$ cat src/rtl/stream_minmax.sv
// Running signed min/max/count over a valid/ready word stream; result presented on the word flagged last.
// slt: overflow-corrected signed less-than used for every magnitude decision in the datapath.

// Purpose: a < b for N-bit two's-complement operands, correct across the full signed range.
// Latency: combinational.
// Backpressure: none (pure function of a and b).
module slt #(
   parameter int N = 32
) (
   input  logic [N-1:0] a,
   input  logic [N-1:0] b,
   output logic         lt
);
   logic [N-1:0] diff;
   logic         unused_diff_low;

   assign diff = a - b;
   // Opposite signs can overflow the subtraction; the sign of a alone decides then.
   assign lt = (a[N-1] ^ b[N-1]) ? a[N-1] : diff[N-1];
   assign unused_diff_low = ^diff[N-2:0];
endmodule

// Purpose: tracks signed min, max and saturating count of a stream; emits them after the last word.
// Latency: result valid the cycle after the last word is accepted; no extra pipeline.
// Backpressure: in_ready low while a result waits; result holds until out_ready, then re-arms.
module stream_minmax #(
   parameter int N = 32,
   parameter int C = 16
) (
   input  logic         clk,
   input  logic         rst,
   input  logic         in_valid,
   output logic         in_ready,
   input  logic [N-1:0] in_data,
   input  logic         in_last,
   output logic         out_valid,
   input  logic         out_ready,
   output logic [N-1:0] out_min,
   output logic [N-1:0] out_max,
   output logic [C-1:0] out_count
);
   typedef enum logic [1:0] {
      S_FIRST,
      S_ACCUM,
      S_DONE
   } state_t;

   state_t       state_q;
   state_t       state_d;
   logic [N-1:0] min_q;
   logic [N-1:0] max_q;
   logic [C-1:0] cnt_q;
   logic         accept;
   logic         new_min;
   logic         new_max;

   slt #(.N(N)) u_lt_min (.a(in_data), .b(min_q),   .lt(new_min));
   slt #(.N(N)) u_lt_max (.a(max_q),   .b(in_data), .lt(new_max));

   assign accept = in_valid & in_ready;

   always_comb begin
      state_d   = state_q;
      in_ready  = 1'b0;
      out_valid = 1'b0;
      case (state_q)
         S_FIRST: begin
            in_ready = 1'b1;
            if (in_valid) state_d = in_last ? S_DONE : S_ACCUM;
         end
         S_ACCUM: begin
            in_ready = 1'b1;
            if (in_valid && in_last) state_d = S_DONE;
         end
         S_DONE: begin
            out_valid = 1'b1;
            if (out_ready) state_d = S_FIRST;
         end
         default: state_d = S_FIRST;
      endcase
   end

   always_ff @(posedge clk) begin
      if (rst) begin
         state_q <= S_FIRST;
      end else begin
         state_q <= state_d;
      end
   end

   always_ff @(posedge clk) begin
      if (rst) begin
         min_q <= '0;
         max_q <= '0;
         cnt_q <= '0;
      end else if (accept) begin
         if (state_q == S_FIRST) begin
            min_q <= in_data;
            max_q <= in_data;
            cnt_q <= {{(C-1){1'b0}}, 1'b1};
         end else begin
            // Ties leave the registers untouched since slt is strict.
            if (new_min) min_q <= in_data;
            if (new_max) max_q <= in_data;
            if (cnt_q != '1) cnt_q <= cnt_q + 1'b1;
         end
      end
   end

   assign out_min   = min_q;
   assign out_max   = max_q;
   assign out_count = cnt_q;
endmodule

$ cat config.mk
export PLATFORM = sky130hd
export DESIGN_NAME = stream_minmax
export DESIGN_NICKNAME = d
export VERILOG_FILES = /design/src/rtl/stream_minmax.sv
export SDC_FILE = /design/constraint.sdc
export NUM_CORES = 1
export LEC_CHECK = 0
export ABC_AREA = 1
export CORE_MARGIN = 4
export CORE_UTILIZATION = 35
export CTS_CLUSTER_DIAMETER = 60
export DETAILED_ROUTE_END_ITERATION = 8
export GPL_ROUTABILITY_DRIVEN = 0
export GPL_TIMING_DRIVEN = 0
export PLACE_DENSITY_LB_ADDON = 0.12
export SYNTH_ARGS = -nofsm -noshare
export SYNTH_HDL_FRONTEND = slang
export SYNTH_SLANG_ARGS = --single-unit
$ cat constraint.sdc
create_clock -name clk -period 3.2 [get_ports clk]
set_input_delay 0.64 -clock clk [delete_from_list [all_inputs] [get_ports clk]]
set_output_delay 0.64 -clock clk [all_outputs]
set_load 0.005 [all_outputs]
## Word-level counts from Yosys, hierarchy flattened

Index checks and enable logic that the tools add are counted.

- Add/subtract/negate cells: 3
- Equal/unequal tests: 6
- Muxes and demuxes: 15
- Bitwise gates (word level): 3
- Reductions and logical operators: 10

Operator list:

| operator | count |
|---|---|
| $mux 32 | 4 |
| $sub 32x32->32 | 2 |
| $mux 16 | 2 |
| $add 16x1->16 const B | 1 |
| $ne 16x16->1 const B | 1 |
| $mux 2 | 4 |
| $ne 2x2->1 const B | 3 |
| $pmux 2 s3 | 1 |
| $reduce_and 2->1 | 3 |
| $reduce_bool 2->1 | 3 |
| $mux 1 | 4 |
| $reduce_and 3->1 | 1 |
| $eq 2x1->1 const B | 1 |
| $eq 2x2->1 const B | 1 |
| $logic_not 2->1 | 1 |
| $reduce_or 2->1 | 1 |
| $xor 1x1->1 | 2 |
| $and 1x1->1 | 1 |
| $logic_and 1x1->1 | 1 |

- Bits in registers: 82
- Output and inout bits: 82

## Depth between registers and ports, before layout

- Word-level depth: 5
- Gate-level depth with buffers: 17
- Gate-level depth less buffers: 16

## By module

Synthesis repeated with hierarchy kept, for this count alone.

- Cell total of the unflattened synthesis: 777
- Area, all modules: 5230.0 um^2

By module, submodules not included:

| module | times used | cells an instance | area each (um^2) | seq. area each (um^2) |
|---|---|---|---|---|
| stream_minmax | 1 | 487 | 3500.9 | 1641.6 |
| slt | 2 | 145 | 864.6 | 0.0 |

## Worst setup path before layout

No wires, ideal clock.

- Kind: in2reg
- Start point: input port in_data[2]
- End point: register max_q[23], in the netlist out_max[23]
- Arrival: 2334 ps
- Required time: 3081 ps
- Slack: 747 ps
- Stages: 15
- Path through: inv_1 -> ha_1 -> nand2_1 -> o21ai_0 -> nand2_1 -> nand2_1 -> nand2_1 -> nand2_1 -> a21oi_1 -> fa_1 -> o21ai_2 -> clkinv_2 -> buf_6 -> o21ai_0 -> a21oi_1

- Word-level cells in the longest chain between the ends: 4

RTL lines:

| element | RTL line | source |
|---|---|---|
| start, declared | 34 | `input logic [N-1:0] in_data,` |
| $sub 32x32->32 | 17 | `assign diff = a - b;` |
| $mux 1 | 19 | `assign lt = (a[N-1] ^ b[N-1]) ? a[N-1] : diff[N-1];` |
| $reduce_bool 2->1 (no line) | -- |  |
| $reduce_and 2->1 (no line) | -- |  |
| end signal, assigned | 99 | `max_q <= in_data;` |
| end signal, assigned | 104 | `if (new_max) max_q <= in_data;` |
| end, declared | 51 | `logic [N-1:0] max_q;` |

Every way passes these cells.
A chain may end at the register's enable or synchronous reset.

## Worst setup path after layout

- Start point: input port in_data[22]
- End point: register max_q[30], in the netlist out_max[30]

Same word-level chain as after synthesis.

==> summary.txt <==
Placed design
  • Setup WS pre-CTS: -397 ps
  • Area post-placement: 6360 um2
  • PortBufs: 118
  • Hpwl dp: 10.8 mm
  • Placed cell count: 980

Global route
  • Vias in the first global route: 4767
  • First-pass GRT wire length: 23.2 mm
  • Grt total ovfl: 0
  • Largest net degree at the start of global routing: 13
  • Tot GR Track Use: 17.8%
  • Initial antenna violation count: 0

Clocking
  • TritonCTS buffer count: 9
  • Sink Count: 82
  • CTS max path bufs: 2
  • Clk_lat worst skew: ~340 ps
  • Cts hold-fix bufs: 0
  • CTS tree: built
  • Clock transition at path regs: ~60 ps
  • Number of H-tree levels: 3
  • CTS Root Buffer Type: clkbuf_16

STA
  • RSZ-0062 raised after global routing: true
  • Final worst path period need: 2970 ps
  • Transition time of the tightest slew-check pin: 508 ps
  • Post-route setup slack: 230 ps
  • Slew Limit Fails: 0
  • Slew Limit Headroom: 66.1%
  • Fin crit share: 92.8%
  • Clock skew: between 5 and 6 ps
  • Hold Vio Cnt, Final: 0
  • Achievable Freq: 337 MHz
  • Setup TNS: 0 ps
  • Hold slack: 475 ps
  • Final Setup Violations: 0

Drt
  • Wire length per cell: 14.1 um
  • Via-per-instance ratio: 4.80
  • 1st-pass router iterations: 4
  • Final ANT Viol Nets: 0
  • Wirelength, routed: 14.1 mm
  • Drt drc: 0
  • 1st-iter DRT viols: around 220
  • Via count: roughly 4.8k

Critical path
  • Crit Path Max Fanout: 10
  • CP startpoint kind: primary input
  • CP Capture Type: register
  • Crit path DAT: 3200 ps
  • WS Path Type: primary input to register
  • Worst Path Required: 3430 ps

Layout
  • Area taken by multi-input logic gates: 2740 um2
  • Diodes inserted: 0
  • Seq. cell area: 1640 um2
  • Final Net Count: 912
  • Fillcell total: 1392
  • Area growth from synthesis to layout: 35.3%
  • Finished Cell Area: around 6700 um2
  • Final core utilization: between 40% and 50%
  • Final std cells w/o fill: about 1000
  • Share of layout cells above drive strength 1: approximately 7.4%

Pwr
  • Static leakage: roughly 3.0 nW
  • Final Power: just over 3 mW
  • Pwr dens: 455 nW/um2
  • VDD IR max: around 0.22 mV

Yosys
  • Post-synthesis sequential area ratio: 33.2%
  • Fraction of registers with async set or reset after synthesis: 0%
  • Syn Area/Cell: 7.26 um2
  • Gate Count Post-Synth: just under 700
  • EDFF count, synth: 0
  • Largest cells by area after synthesis: dfxtp_1, ha_1, a21oi_1, nand2_1, inv_1
  • Top-count cell post-synth: nand2_1
  • Syn Nets: 782
  • Ys flop type: dfxtp_1
  • Post-synth cell types: 32
  • Syn. warnings: 0
  • Synth Register Bits: 82
  • Share of the synthesized area in the top cell type: 33.2%
  • Yosys top cell by area: dfxtp_1
  • Top post-synthesis cells by count: nand2_1, inv_1, a21oi_1, dfxtp_1, o21ai_0
  • Cell Area, Synth: 4950 um2

Die
  • Num rows: 43
  • IO Count: 119
  • Die Y: 127 um
  • Initial Util: between 30 and 40%
  • CORE AREA: 13900 um2
  • Die X: roughly 130 um
  • Die footprint: 16100 um2

Run status
  • Outcome: complete, no violations

Hold path
  • HP Class: register to register

Run
  • Number of max-cap violations: 0
cells by family (layout without fill, tap and decap cells):
group | Yosys count | after routing | synth area share [%]
fa+ha+maj | 63 | 63 | 16.2
simple gates | 212 | 212 | 18.8
flops | 82 | 82 | 33.2
buf+inv | 132 | 266 | 11.5
compound gates | 193 | 193 | 20.4
critical path, cell delays in order:
cell	delay (ps)
clkdlybuf4s50_1	540
inv_1	80
ha_1	290
nand2_1	70
nor2_1	140
nand4_1	150
nor2_1	120
a21oi_1	90
fa_1	410
o21ai_2	170
inv_4	90
buf_6	150
o21ai_0	190
a21oi_1	60
state kept, by name, indices dropped and copies added (netlist names):
| register | flops |
|---|---|
| out_max | 32 |
| out_min | 32 |
| out_count | 16 |
| state_q | 2 |
metal layers:
metal	share of wire (%)	routed length, um	track usage [%]
met1	47	6540	22.9
met2	46	6470	29.1
met3	5.8	817	4.63
met4	1.6	221	5.30
met5	0	0	0
timing repair:
item,4_1_cts,5_1_grt
resized for setup,2,7
setup endpoints to repair,12,41
pin swaps,0,1
gates cloned,0,0
buffers inserted,0,1
path summary, 6_finish.rpt:
path,endpoint,cells past startpoint,slack [ps],start
setup / recovery,out_max[30],14,230,in_data[22]
hold reg to reg,out_min[17],2,470,out_min[17]
hold / removal,out_min[17],2,470,out_min[17]
setup reg to reg,out_min[26],12,630,out_min[14]
cells in the final DEF (no fill, tap or decap):
cell	n
clkdlybuf4s50_1	118
nand2_1	115
inv_1	104
a21oi_1	101
dfxtp_1	82
o21ai_0	72
ha_1	61
nor2_1	47
nand3_1	24
clkbuf_16	9
o21ai_1	8
nand4_1	7
buf_6	6
clkbuf_8	6
nor2_4	5
buf_4	5
clkbuf_1	5
nand2_2	5
buf_2	4
nand3_2	4
inv_2	3
clkbuf_2	3
nor2_2	3
a21o_1	2
o21a_1	2
o21bai_1	2
a21oi_2	2
nor3_1	2
fa_1	2
o21ai_2	1
inv_4	1
clkinv_2	1
a31oi_1	1
o211a_1	1
o21ai_4	1
bufinv_16	1
area by class of cell:
type	count	area share [%]
sequential	82	24.5
clock buffer	14	4.39
tap	180	3.36
multi-input combinational	468	40.9
clock inverter	1	0.448
inverter	109	6.16
timing repair buffer	119	17.7
buffer	23	2.47
power breakdown:
| part | internal (mW) | switching (mW) |
|---|---|---|
| Clock | 0.708 | 0.422 |
| Combinational | 0.366 | 0.374 |
| Sequential | 1.11 | 0.0681 |
Note: power is estimated with default switching activity, not from simulation.
